<file path="src/rtl/uart_tx_if.sv">
// Word handoff between the CPU I/O logic and the console transmitter.
// The producer drives valid/data and the transmitter returns ready.
interface uart_tx_if #(
    parameter int DATA_BITS = 8
);
    logic                 i_valid;
    logic [DATA_BITS-1:0] i_data;
    logic                 o_ready;

    modport master (
        output i_valid,
        output i_data,
        input  o_ready
    );

    modport slave (
        input  i_valid,
        input  i_data,
        output o_ready
    );
endinterface

</file>
<file path="src/rtl/uart_tx.sv">
// Console UART transmitter: LSB-first framing with optional parity,
// paced by the divider's per-bit strobe.
module uart_tx #(
    parameter int DATA_BITS = 8,
    parameter int PARITY    = 0,
    parameter int STOP_BITS = 1
) (
    input  logic     i_clk,
    input  logic     i_rst,
    input  logic     i_tick,
    uart_tx_if.slave bus,
    output logic     o_tx,
    output logic     o_busy
);
    localparam int IW = $clog2(DATA_BITS);
    localparam logic [IW-1:0] LAST_IDX = IW'(DATA_BITS - 1);
    localparam logic STOP_LAST = 1'(STOP_BITS - 1);

    localparam logic [2:0] S_IDLE  = 3'd0;
    localparam logic [2:0] S_ARMED = 3'd1;
    localparam logic [2:0] S_START = 3'd2;
    localparam logic [2:0] S_DATA  = 3'd3;
    localparam logic [2:0] S_PAR   = 3'd4;
    localparam logic [2:0] S_STOP  = 3'd5;

    logic [2:0]           state;
    logic [DATA_BITS-1:0] data_q;
    logic [IW-1:0]        bit_idx;
    logic                 stop_cnt;
    logic                 ready_q;
    logic                 par_bit;

    assign bus.o_ready = ready_q;

    // Odd parity inverts the even (plain XOR) result.
    assign par_bit = (PARITY == 1) ? ~(^data_q) : ^data_q;

    always_ff @(posedge i_clk) begin
        if (i_rst) begin
            state    <= S_IDLE;
            data_q   <= '0;
            bit_idx  <= '0;
            stop_cnt <= 1'b0;
            ready_q  <= 1'b1;
            o_busy   <= 1'b0;
            o_tx     <= 1'b1;
        end else if (state == S_IDLE) begin
            o_tx <= 1'b1;
            if (bus.i_valid && ready_q) begin
                data_q  <= bus.i_data;
                state   <= S_ARMED;
                ready_q <= 1'b0;
                o_busy  <= 1'b1;
            end
        end else if (i_tick) begin
            case (state)
                S_ARMED: begin
                    o_tx  <= 1'b0;
                    state <= S_START;
                end
                S_START: begin
                    o_tx    <= data_q[0];
                    bit_idx <= '0;
                    state   <= S_DATA;
                end
                S_DATA: begin
                    if (bit_idx < LAST_IDX) begin
                        bit_idx <= bit_idx + 1'b1;
                        o_tx    <= data_q[bit_idx + 1'b1];
                    end else if (PARITY != 0) begin
                        o_tx  <= par_bit;
                        state <= S_PAR;
                    end else begin
                        o_tx     <= 1'b1;
                        stop_cnt <= 1'b0;
                        state    <= S_STOP;
                    end
                end
                S_PAR: begin
                    o_tx     <= 1'b1;
                    stop_cnt <= 1'b0;
                    state    <= S_STOP;
                end
                S_STOP: begin
                    o_tx <= 1'b1;
                    if (stop_cnt < STOP_LAST) begin
                        stop_cnt <= stop_cnt + 1'b1;
                    end else begin
                        state   <= S_IDLE;
                        ready_q <= 1'b1;
                        o_busy  <= 1'b0;
                    end
                end
                default: begin
                    state   <= S_IDLE;
                    ready_q <= 1'b1;
                    o_busy  <= 1'b0;
                    o_tx    <= 1'b1;
                end
            endcase
        end
    end
endmodule

</file>
<file path="src/flat_wrapper.sv">
// flat-port wrapper written by rule: the top's interface ports become plain ports
module uart_tx_flat 
#(
    parameter int DATA_BITS = 8,
    parameter int PARITY    = 0,
    parameter int STOP_BITS = 1
)
  (i_clk, i_rst, i_tick, o_tx, o_busy, bus_i_valid, bus_i_data, bus_o_ready);
  uart_tx_if #(.DATA_BITS(DATA_BITS)) bus_i ();
  input  logic i_clk;
  input  logic i_rst;
  input  logic i_tick;
  output logic o_tx;
  output logic o_busy;
  input wire logic [$bits(bus_i.i_valid)-1:0] bus_i_valid;
  input wire logic [$bits(bus_i.i_data)-1:0] bus_i_data;
  output wire logic [$bits(bus_i.o_ready)-1:0] bus_o_ready;
  assign bus_i.i_valid = bus_i_valid;
  assign bus_i.i_data = bus_i_data;
  assign bus_o_ready = bus_i.o_ready;
  uart_tx #(.DATA_BITS(DATA_BITS), .PARITY(PARITY), .STOP_BITS(STOP_BITS)) u_core (.i_clk(i_clk), .i_rst(i_rst), .i_tick(i_tick), .bus(bus_i), .o_tx(o_tx), .o_busy(o_busy));
endmodule
</file>
<file path="config.mk">
export PLATFORM = sky130hd
export DESIGN_NAME = uart_tx_flat
export DESIGN_NICKNAME = d
export VERILOG_FILES = /design/src/rtl/uart_tx_if.sv /design/src/rtl/uart_tx.sv /design/src/flat_wrapper.sv
export SDC_FILE = /design/constraint.sdc
export NUM_CORES = 1
export LEC_CHECK = 0
export ABC_AREA = 0
export CAP_MARGIN = 30
export CORE_MARGIN = 3
export CORE_UTILIZATION = 52
export CTS_BUF_LIST = sky130_fd_sc_hd__clkbuf_4 sky130_fd_sc_hd__clkbuf_8
export CTS_CLUSTER_DIAMETER = 150
export CTS_CLUSTER_SIZE = 25
export DETAILED_ROUTE_END_ITERATION = 8
export PLACE_DENSITY = 0.83
export SLEW_MARGIN = 10
export SYNTH_ARGS = -nofsm -noshare
export SYNTH_HDL_FRONTEND = slang
export SYNTH_SLANG_ARGS = --single-unit
</file>
<file path="constraint.sdc">
create_clock -name i_clk -period 2.2 [get_ports i_clk]
set_input_delay 0.66 -clock i_clk [delete_from_list [all_inputs] [get_ports i_clk]]
set_output_delay 0.66 -clock i_clk [all_outputs]
set_load 0.1 [all_outputs]
</file>
### Word-level counts from Yosys, hierarchy flattened

Index checks and enable logic that the tools add are counted.

| storage, ports and cells | value |
|---|---|
| register bits after elaboration | 18 |
| input port bits | 12 |
| logic and storage cells | 62 |

| cells by class | value |
|---|---|
| mux-type cells | 25 |
| order comparisons | 3 |
| equality and inequality tests | 12 |
| bitwise operators | 1 |
| add/sub/neg operators | 2 |
| reduce and logical (&&, ||, !) cells | 12 |

Operators with widths:

| cell | count |
|---|---|
| 3-bit two-way mux | 6 |
| 3-bit one-hot mux with 5 select lines | 1 |
| 1-bit two-way mux | 12 |
| 4-bit AND reduction | 3 |
| 3-bit by 2-bit == test with 1-bit output, second input constant | 2 |
| 3-bit == test, second input constant | 2 |
| 2-bit by 1-bit != test with 1-bit output, second input constant | 3 |
| 3-bit by 2-bit != test with 1-bit output, second input constant | 2 |
| 1-bit one-hot mux with 3 select lines | 2 |
| 3-bit one-hot mux with 2 select lines | 1 |
| 5-bit AND reduction | 1 |
| 3-bit by 4-bit less-than comparator with 1-bit output, second input constant | 1 |
| 2-bit != test, second input constant | 2 |
| 1-bit one-hot mux with 2 select lines | 2 |
| 2-bit nonzero test | 2 |
| 4-bit OR reduction | 1 |
| 3-bit by 1-bit adder with 3-bit output, second input constant | 1 |
| 1-bit binary-select mux with 3-bit select | 1 |
| 3-bit by 1-bit == test with 1-bit output, second input constant | 1 |
| 3-bit logical NOT | 1 |
| 3-bit less-than comparator, second input constant | 1 |
| 3-bit nonzero test | 1 |
| 2-bit AND reduction | 1 |
| 2-bit OR reduction | 1 |
| other kinds (4) | 4 |

### Longest topological paths before layout

Gate-level depths: netlist (run 1).

| logic depth | value |
|---|---|
| depth in word-level cells | 5 |
| depth in mapped cells | 5 |
| mapped depth without buffers | 5 |

### Worst setup path after synthesis (run 1)

No wires, ideal clock.

| path | value |
|---|---|
| path kind | register to register |
| start | register u_core.ready_q, in the netlist u_core.bus.o_ready |
| end | register u_core.data_q[1] |
| data arrival time | 1.634 ns |
| cell stages (with the launch flop) | 4 |
| path slack | 0.433 ns |
| clock period less this slack | 1.767 ns |
| data required time | 2.068 ns |
| cell sequence | dfxtp_1 > nand3_1 > nand2_1 > a21oi_1 |

| on the way | value |
|---|---|
| longest elaborated chain between the ends | 2 |

Ends and longest elaborated chain:

| item | line | source |
|---|---|---|
| start, declared | uart_tx.sv:30 | `logic ready_q;` |
| start signal, assigned | uart_tx.sv:44 | `ready_q <= 1'b1;` |
| start signal, assigned | uart_tx.sv:52 | `ready_q <= 1'b0;` |
| start signal, assigned | uart_tx.sv:90 | `ready_q <= 1'b1;` |
| 1-bit logical AND | uart_tx.sv:49 | `if (bus.i_valid && ready_q) begin` |
| 2-bit AND reduction (no line) | -- |  |
| end signal, assigned | uart_tx.sv:50 | `data_q <= bus.i_data;` |
| end, declared | uart_tx.sv:27 | `logic [DATA_BITS-1:0] data_q;` |

Every way passes these cells.
A chain may end at the register's enable or synchronous reset.

### Worst setup path after layout (run 1)

| path | value |
|---|---|
| start | register u_core.bit_idx[0] |
| end | register u_core.o_tx |

| on the way | value |
|---|---|
| longest elaborated chain between the ends | 5 |
| elaborated cells on any way between the ends | 6 |
| classes of those cells | add/sub (1); order compare (1); mux (4) |

Ends and longest elaborated chain:

| item | line | source |
|---|---|---|
| start, declared | uart_tx.sv:28 | `logic [IW-1:0] bit_idx;` |
| start signal, assigned | uart_tx.sv:68 | `bit_idx <= bit_idx + 1'b1;` |
| 3-bit by 1-bit adder with 3-bit output | uart_tx.sv:69 | `o_tx <= data_q[bit_idx + 1'b1];` |
| 1-bit binary-select mux with 3-bit select | uart_tx.sv:69 |  |
| 1-bit two-way mux (implied by the code) | uart_tx.sv:69 |  |
| 1-bit two-way mux (*) | uart_tx.sv:67 | `if (bit_idx < LAST_IDX) begin` |
| 1-bit one-hot mux with 3 select lines (*) | uart_tx.sv:56 | `case (state)` |
| end signal, assigned | uart_tx.sv:62 | `o_tx <= data_q[0];` |
| end signal, assigned | uart_tx.sv:69 |  |
| end signal, assigned | uart_tx.sv:71 | `o_tx <= par_bit;` |
| end, declared | uart_tx.sv:12 | `output logic o_tx,` |

Every way passes the cells marked *; elsewhere a longest branch is shown, timed or not. The select of a mux whose other input is x is not followed.

==> metrics.md, run 1 <==
| Metric | Value |
|---|---|
| Commonest non-fill, non-tap cell in the layout | nand2_1 |
| R2r startpoint | u_core.bit_idx[0]$_SDFFE_PP0P_ |
| Flop2flop setup slack | between 0.3 and 0.4 ns |
| Drt pass-1 iters | 4 |
| Num Clock Sinks | 17 |
| Initial core utilization | between 50 and 60% |
| DRC Markers | 0 |
| Layout fillers | between 100 and 150 |
| Worst hold endpoint | u_core.data_q[5]$_SDFFE_PP0P_ |
| Hold slack | 0.464 ns |
| Pwr dens | 678 nW/µm² |
| Max_cap viols | 0 |
| R2R Path End | u_core.o_tx$_SDFFE_PP1P_ |
| Post-synthesis cell type count | 27 |
| Port Buffers | 14 |
| #FFs+latches synth | 17 |
| First-pass GRT wire length | 2.84 mm |
| DR iter-0 viols | 14 |
| Detail-routed net length per standard cell | 12.8 µm |
| Syn Nets | 110 |
| Layout cells sized above 1 | between 10% and 20% |
| Routability cong. | 0.793 |
| DR vias | 735 |
| Mean number of vias per cell | just under 6 |
| Antenna diode count | 0 |
| Max Freq | 0.535 GHz |
| Internal power | 0.452 mW |
| Worst Path Arrival | 2.05 ns |
| Worst Hold Class | reg2reg |
| Root Buffer | clkbuf_4 |
| Post-layout nets | 126 |
| Die Y | ~45 µm |
| Period utilisation layout | 85.0% |
| Simple-Gate Fraction of Synth Area | 26.2% |
| Core ar. | ~1400 µm² |
| Worst-path fanout max | 7 |
| Avg Cell Area, Syn | 8.18 µm² |
| Comb pwr share | around 22% |
| Max Slew Vio Count | 0 |
| Worst skew pair latency | 0.29 ns |
| Final hold vios | 0 |
| Clk_skew | 0.00766 ns |
| Max VDD drop | 0.455 mV |
| Switch share | 32.0% |
| Clock Path Buffers | 2 |
| Crit end category | flop |
| Critical path required time | 2.38 ns |
| Vias in the first global route | between 600 and 700 |
| Mapped Area | 793 µm² |
| Most frequent cells in the layout | 21 x nand2_1, 17 x a21oi_1, 17 x dfxtp_1 |
| GRT Residual Overflow | 0 |
| Sequential area share after synthesis | 42.9% |
| # rows | 13 |
| Clk pwr share | 25.9% |
| Overall Global Routing Usage | around a fifth |
| Num CTS Buffers | 3 |
| Compound-Gate Fraction of Synth Area | 16.4% |
| Setup-failing EPs final | 0 |
| Final WL | approximately 1.6 mm |
| CTS tree | done |
| Net Switching | 0.212 mW |
| Die ar. | ~2000 µm² |
| H-tree lvl count | 1 |
| CP startpoint | u_core.bit_idx[0]$_SDFFE_PP0P_ |
| Worst-margin pin slew | 0.389 ns |
| Chip width | around 45 µm |
| Sequential Power Share | 52.1% |
| Initial antenna violation count | 0 |
| Adder-cell share of the synthesized area | around 1.6% |
| Yosys Warn Count | 0 |
| Post-layout min period | 1.87 ns |
| R2R cell count | 5 |
| XOR/XNOR Fraction of Synth Area | roughly 1.1% |
| Syn-to-layout area delta | 23.5% |
| Worst slew margin | approximately three quarters |
| TNS Setup | 0 ns |
| Hold buffers post-CTS | 0 |
| RSZ-0062 raised after global routing | false |
| Post-synthesis mux area share | 8.36% |
| Leak | between 0.3 and 0.4 nW |
| Placed wire-length estimate | 1.26 mm |
| Post_cts resized | 0 |
| Main combinational cell family by area after synthesis | simple AND/OR/NAND/NOR gates |
| Setup Crit Path Kind | reg2reg |
| Clock slew at the register clock pins of the worst setup and hold paths | ~0.11 ns |
| Hold Path Stages | 2 |
| Total chip power | 0.664 mW |
| Setup bufs post-CTS | 0 |
| Largest net degree at the start of global routing | 16 |
| Critical Path Start Type | flop |
| Status | complete, no violations |
| I/O pin count | 15 |
| Antenna viol nets, final | 0 |
| Worst hold start | u_core.data_q[5]$_SDFFE_PP0P_ |
| Synth Instances | 97 |
[logic make-up (layout without fill, tap and decap cells)]
group                    Yosys count  in the layout
AND/OR/NAND/NOR                   43             43
AO/OA/AOI/OAI                     24             24
flip-flops                        17             17
buffers and inverters              7             22
multiplexers                       4              4
adder cells (fa/ha/maj)            1              1
XOR/XNOR                           1              1
[critical path: stages, from the launching register on]
cell and delay [ns]:
dfxtp_1 0.40, ha_1 0.37, mux4_2 0.51, mux2_2 0.28, nor3_1 0.14, nor3_1 0.07
[Yosys cell counts, drive strengths merged]
master,count,area [µm²]
nand2,21,78.8
a21oi,17,85.1
dfxtp,17,340
and3,4,25.0
clkbuf,4,15.0
nor2,4,15.0
nand3,3,20.0
nor3,3,15.0
o21ai,3,15.0
inv,2,7.51
mux4,2,45.0
nand4,2,12.5
nor2b,2,12.5
a211oi,1,7.51
a21o,1,7.51
and2b,1,8.76
buf,1,5.00
ha,1,12.5
mux2,1,11.3
mux2i,1,10.0
nor4,1,6.26
o211ai,1,7.51
o21bai,1,7.51
or3,1,6.26
or4,1,7.51
xnor2,1,8.76
[metal layers]
metal | track usage [%] | up-vias | routed length (µm)
met2 | 29.9 | 21 | 731
met4 | 7.60 | 0 | 48
met3 | 2.79 | 9 | 66
met1 | 24.9 | 332 | 779
li1 | - | 373 | -
met5 | 0 | - | 0
[per-stage QoR]
step           cells  utilization (%)  cell area, µm²  setup WS (ns)
5_1_grt          127             71.7             980          0.215
2_1_floorplan     97                -             793          0.433
3_5_place_dp     123             69.7             952          0.223
3_3_place_gp     123             69.7             952          0.265
4_1_cts          127             71.7             980          0.321
6_report         127             71.7             980          0.330
[power groups by stage]
stage | Clock [mW] | Sequential [mW] | Combinational (mW)
after CTS | 0.171 | 0.346 | 0.147
after floorplan | 0 | 0.388 | 0.0599
after detailed placement | 0 | 0.353 | 0.147
after global routing | 0.192 | 0.349 | 0.158
after global placement | 0 | 0.351 | 0.144
final | 0.172 | 0.346 | 0.146
[flip-flops by register name, indices dropped and copies added (netlist names)]
name                flops
u_core.o_busy           1
u_core.bit_idx          3
u_core.state            3
u_core.data_q           8
u_core.o_tx             1
u_core.bus.o_ready      1
[how the worst max path moves through the flow]
stage / cells past startpoint / slack, ns / to
global route: 5 / 0.22 / u_core.o_tx$_SDFFE_PP1P_
floorplan: 3 / 0.43 / u_core.data_q[1]$_SDFFE_PP0P_
detailed placement: 4 / 0.22 / u_core.bit_idx[2]$_SDFFE_PP0P_
CTS: 5 / 0.32 / u_core.o_tx$_SDFFE_PP1P_
finish: 5 / 0.33 / u_core.o_tx$_SDFFE_PP1P_
global placement: 4 / 0.26 / u_core.bit_idx[2]$_SDFFE_PP0P_
[cell type report]
type	instances	area (µm²)	share of cell area [%]
clock buffer	3	22.5	2.30
sequential	17	340	34.7
tap	15	18.8	1.92
multi-input combinational	73	425	43.4
clock inverter	1	5.00	0.511
timing repair buffer	16	160	16.3
inverter	2	7.51	0.766
(Power assumes the default switching activity.)
==> inputs of run 2 (changes only) <==
--- a/config.mk
+++ b/config.mk
@@ -13,7 +13,7 @@
 export CTS_CLUSTER_DIAMETER = 150
 export CTS_CLUSTER_SIZE = 25
 export DETAILED_ROUTE_END_ITERATION = 8
-export PLACE_DENSITY = 0.83
+export PLACE_DENSITY = 0.81
 export SLEW_MARGIN = 10
 export SYNTH_ARGS = -nofsm -noshare
 export SYNTH_HDL_FRONTEND = slang
==> run 2 against run 1 <==
Against the previous run:
- count of clock-buffer cells in the layout stayed put
- final cell count is 1.6% higher
- clock power is 5% lower
- final area is 1.5% higher
- hold slack worse by 0.0019 ns
- critical path depth stayed put
- flip-flop and latch count stayed put
- setup slack better by 0.095 ns
- critical path type unchanged
==> metrics.md, run 2 (synthesis gave the netlist of run 1 again) <==
| Metric | Value |
|---|---|
| Status | complete, no violations |
| Setup Crit Path Kind | reg2reg |
| Max_cap viols | 0 |
| Largest net degree at the start of global routing | 14 |
| R2R cell count | 5 |
| H-tree lvl count | 1 |
| Design area | approximately 990 µm² |
| Switch share | 31.0% |
| Antenna viol nets, final | 0 |
| Port Buffers | 14 |
| Drt pass-1 iters | 4 |
| Hold buffers post-CTS | 0 |
| Vias in the first global route | around 660 |
| DR iter-0 viols | 9 |
| Max VDD drop | between 0.3 and 0.4 mV |
| Overall Global Routing Usage | 19.0% |
| Leak | roughly 0.39 nW |
| RSZ-0062 raised after global routing | false |
| Sequential Power Share | 52.5% |
| Net Switching | 0.203 mW |
| # rows | 13 |
| Post_cts resized | 0 |
| Comb pwr share | between 20% and 30% |
| Critical Path Start Type | flop |
| Critical path required time | 2.37 ns |
| Pwr dens | 660 nW/µm² |
| Layout cells sized above 1 | 14.0% |
| Flop2flop setup slack | roughly 0.42 ns |
| Initial antenna violation count | 0 |
| GRT Residual Overflow | 0 |
| Num Clock Sinks | 17 |
| Initial core utilization | 58.1% |
| Worst Path Arrival | 1.95 ns |
| Hold Path Stages | 2 |
| Worst slew margin | 74.7% |
| Clk pwr share | 25.0% |
| Die ar. | 2030 µm² |
| Placed wire-length estimate | 1.20 mm |
| Most frequent cells in the layout | 21 x nand2_1, 17 x a21oi_1, 17 x dfxtp_1 |
| Root Buffer | clkbuf_4 |
| Die Y | 45.1 µm |
| Num CTS Buffers | 3 |
| Worst skew pair latency | 0.29 ns |
| Post-layout min period | 1.78 ns |
| Worst-path fanout max | 4 |
| Antenna diode count | 0 |
| DRC Markers | 0 |
| Chip width | 45.1 µm |
| Setup bufs post-CTS | 0 |
| Final non-filler cell total | 129 |
| Placed Area | between 900 and 1000 µm² |
| Internal power | 0.453 mW |
| Routability cong. | 0.788 |
| Clock Path Buffers | 2 |
| Detail-routed net length per standard cell | 12.1 µm |
| Clock slew at the register clock pins of the worst setup and hold paths | 0.10 ns |
| Setup WS post-layout | 0.425 ns |
| CTS tree | done |
| Syn-to-layout area delta | 25.4% |
| I/O pin count | 15 |
| Commonest non-fill, non-tap cell in the layout | nand2_1 |
| Final hold vios | 0 |
| Max Slew Vio Count | 0 |
| Placed Cells incl. Taps | between 100 and 150 |
| Crit end category | flop |
| Clk_skew | 0.00519 ns |
| Top reg by flops | u_core.data_q |
| Max Freq | 0.563 GHz |
| Largest register FFs | 8 |
| Post-layout util | between 70 and 80% |
| Core ar. | 1370 µm² |
| Final WL | 1.56 mm |
| Mean number of vias per cell | approximately 5.6 |
| Hold slack | 0.462 ns |
| Period utilisation layout | 80.7% |
| Setup-failing EPs final | 0 |
| Pre-CTS setup slack | ~0.24 ns |
| DR vias | 721 |
| Worst-margin pin slew | 0.378 ns |
| Total chip power | 0.657 mW |
| Worst Hold Class | reg2reg |
| TNS Setup | 0 ns |
| First-pass GRT wire length | around 2.8 mm |
| Post-layout nets | 128 |
| Top Registers | u_core.data_q x8, u_core.bit_idx x3, u_core.state x3 |
[run 2: cell count changes in the layout (fill, tap and decap cells not counted)]
| cell | change |
|---|---|
| buf_4 | +2 |
[run 2: metal layers]
layer / GRT usage (%) / routed length, µm / vias to the layer above
li1: - / - / 379
met3: 4.78 / 89 / 2
met1: 25.1 / 734 / 319
met2: 29.1 / 728 / 21
met4: 8.77 / 11 / 0
met5: 0 / 0 / -
[run 2: path summary, 6_finish.rpt]
check	start	end
max	u_core.bit_idx[1]$_SDFFE_PP0P_	u_core.o_tx$_SDFFE_PP1P_
min	u_core.data_q[1]$_SDFFE_PP0P_	u_core.data_q[1]$_SDFFE_PP0P_
max reg2reg	u_core.bit_idx[1]$_SDFFE_PP0P_	u_core.o_tx$_SDFFE_PP1P_
min reg2reg	u_core.data_q[1]$_SDFFE_PP0P_	u_core.data_q[1]$_SDFFE_PP0P_
[run 2: final cells by class]
| class | count | area, µm² |
|---|---|---|
| clock inverter | 1 | 5.00 |
| sequential | 17 | 340 |
| multi-input combinational | 73 | 425 |
| tap | 15 | 18.8 |
| clock buffer | 3 | 22.5 |
| inverter | 2 | 7.51 |
| timing repair buffer | 18 | 175 |
| fill | 111 | 372 |
[run 2: worst max-delay path: stages, from the launching register on]
cell	delay, ns
dfxtp_1	0.34
ha_1	0.34
mux4_2	0.50
mux2_2	0.27
nor3_1	0.14
nor3_1	0.07
[run 2: power groups by stage]
| stage | Clock (mW) | Combinational [mW] | Sequential (mW) |
|---|---|---|---|
| floorplan | 0 | 0.0599 | 0.388 |
| global placement | 0 | 0.145 | 0.351 |
| detailed placement | 0 | 0.148 | 0.352 |
| CTS | 0.173 | 0.148 | 0.345 |
| global route | 0.189 | 0.160 | 0.348 |
| finish | 0.164 | 0.147 | 0.345 |
==> inputs of run 3 (changes only) <==
==> constraint.sdc (replaced) <==
create_clock -name i_clk -period 1.8 [get_ports i_clk]
set_input_delay 0.54 -clock i_clk [delete_from_list [all_inputs] [get_ports i_clk]]
set_output_delay 0.54 -clock i_clk [all_outputs]
set_load 0.1 [all_outputs]
==> run 3 against run 2 <==
Against the previous run:
- count of clock-buffer cells in the layout is the same
- hold slack gained 0.0052 ns
- clock skew shrank 0.0028 ns
- core utilization grew 4.1 points
- combinational power grew 33%
- sequential share of layout area shrank 1.7 points
- critical path depth is the same
- largest cell class unchanged
- largest power group unchanged
==> metrics.md, run 3 (synthesis gave the netlist of run 1 again) <==
| Metric | Value |
|---|---|
| Port Buffers | 14 |
| TNS Setup | 0 ns |
| Max_cap viols | 0 |
| Worst skew pair latency | 0.29 ns |
| Num CTS Buffers | 3 |
| Syn-to-layout area delta | 32.5% |
| Post_cts resized | 0 |
| Chip width | around 45 µm |
| Routability cong. | 0.794 |
| # rows | 13 |
| Die Y | about 45 µm |
| Clock slew at the register clock pins of the worst setup and hold paths | 0.10 ns |
| H-tree lvl count | 1 |
| Placed Cells incl. Taps | approximately 130 |
| Top reg by flops | u_core.data_q |
| Flip-flop and latch area | 342 µm² |
| DRC Markers | 0 |
| Antenna viol nets, final | 0 |
| Max Freq | 0.587 GHz |
| Clock Path Buffers | 2 |
| Detail-routed net length per standard cell | 13.4 µm |
| GRT Residual Overflow | 0 |
| Largest net degree at the start of global routing | 14 |
| DR vias | between 700 and 800 |
| Antenna diode count | 0 |
| Area of the multi-input gates | 438 µm² |
| Max Slew Vio Count | 0 |
| Crit end category | flop |
| Layout fillers | 106 |
| Worst Path Arrival | 1.88 ns |
| Post-layout min period | around 1.7 ns |
| Status | complete, no violations |
| Worst hold start | u_core.data_q[5]$_SDFFE_PP0P_ |
| Commonest non-fill, non-tap cell in the layout | nand2_1 |
| Final non-filler cell total | 131 |
| Initial antenna violation count | 0 |
| Drt pass-1 iters | 4 |
| Initial core utilization | 58.1% |
| I/O pin count | 15 |
| First-pass GRT wire length | approximately 2.9 mm |
| Worst hold endpoint | u_core.data_q[5]$_SDFFE_PP0P_ |
| Max VDD drop | 0.720 mV |
| R2R Path End | u_core.o_tx$_SDFFE_PP1P_ |
| Vias in the first global route | 669 |
| RSZ-0062 raised after global routing | false |
| Die ar. | 2030 µm² |
| Layout cells sized above 1 | 17.2% |
| Final WL | about 1.8 mm |
| Worst Hold Class | reg2reg |
| Core ar. | 1370 µm² |
| Setup Crit Path Kind | reg2reg |
| Total chip power | 0.828 mW |
| Final hold vios | 0 |
| DR iter-0 viols | 6 |
| Critical Path Start Type | flop |
| Leak | 0.401 nW |
| Placed wire-length estimate | 1.31 mm |
| R2r startpoint | u_core.bit_idx[1]$_SDFFE_PP0P_ |
| Top Registers | u_core.data_q x8, u_core.bit_idx x3, u_core.state x3 |
| Root Buffer | clkbuf_4 |
| Largest register FFs | 8 |
| Setup-failing EPs final | 0 |
| Worst slew margin | 73.0% |
| Critical path required time | 1.98 ns |
| Mean number of vias per cell | 5.69 |
| Flop2flop setup slack | 0.1 ns |
| Overall Global Routing Usage | 19.7% |
| R2R cell count | 5 |
| Worst-margin pin slew | a little over 0.4 ns |
| Hold slack | 0.467 ns |
| Clk_skew | about 0.0023 ns |
| Num Clock Sinks | 17 |
| Most frequent cells in the layout | 21 x nand2_1, 17 x a21oi_1, 16 x dfxtp_1 |
| Pwr dens | 788 nW/µm² |
| Post-layout nets | 130 |
| Hold buffers post-CTS | 0 |
| Period utilisation layout | between 90% and 100% |
| CTS tree | done |
| Setup bufs post-CTS | 0 |
| Worst-path fanout max | 4 |
| Hold Path Stages | 2 |
-- run 3: cell count changes in the layout (fill, tap and decap cells not counted) --
cell / change
clkinvlp_4: +1
ha_4: +1
dfxtp_1: -1
buf_12: +2
ha_1: -1
clkinv_2: -1
dfxtp_2: +1
-- run 3: per-layer routing --
metal | wire length, µm | GRT usage [%] | up-vias | part of all wire [%]
met3 | 79 | 6.37 | 2 | 4.5
li1 | - | - | 380 | -
met1 | 796 | 25.3 | 345 | 45
met4 | 20 | 4.68 | 0 | 1.1
met5 | 0 | 0 | - | 0
met2 | 858 | 31.9 | 18 | 49
-- run 3: worst max path at each step --
stage                               startpoint                              to  slack, ns  depth (start not counted)
2_1_floorplan  u_core.bus.o_ready$_SDFFE_PP1P_   u_core.data_q[1]$_SDFFE_PP0P_       0.03                          3
3_3_place_gp                            i_tick  u_core.bit_idx[2]$_SDFFE_PP0P_       0.02                          4
3_5_place_dp                            i_tick  u_core.bit_idx[2]$_SDFFE_PP0P_     -0.003                          4
4_1_cts         u_core.bit_idx[1]$_SDFFE_PP0P_        u_core.o_tx$_SDFFE_PP1P_       0.02                          5
5_1_grt         u_core.bit_idx[1]$_SDFFE_PP0P_        u_core.o_tx$_SDFFE_PP1P_       0.03                          5
6_report        u_core.bit_idx[1]$_SDFFE_PP0P_        u_core.o_tx$_SDFFE_PP1P_        0.1                          5
-- run 3: power breakdown --
| group | internal [mW] | total (mW) | switching, mW |
|---|---|---|---|
| Sequential | 0.400 | 0.426 | 0.0266 |
| Clock | 0.0844 | 0.207 | 0.122 |
| Combinational | 0.0848 | 0.195 | 0.110 |
-- run 3: per-stage QoR --
step	utilization, %	setup WS, ns	instance area, µm²
after floorplan	-	0.0335	793
after global placement	73.7	0.0225	1010
after detailed placement	73.7	-0.00327	1010
after CTS	75.9	0.0234	1040
after global routing	76.9	0.0294	1050
final	76.9	0.0976	1050
-- run 3: final cells by class --
cell class / instances / area share [%]
sequential: 17 / 32.5
multi-input combinational: 73 / 41.7
tap: 15 / 1.79
clock buffer: 3 / 2.14
timing repair buffer: 20 / 20.5
inverter: 2 / 0.714
clock inverter: 1 / 0.714
-- run 3: critical path, cell delays in order, from the launching register on --
cell	delay (ns)
dfxtp_2	0.36
ha_4	0.28
mux4_2	0.47
mux2_2	0.28
nor3_1	0.14
nor3_1	0.07
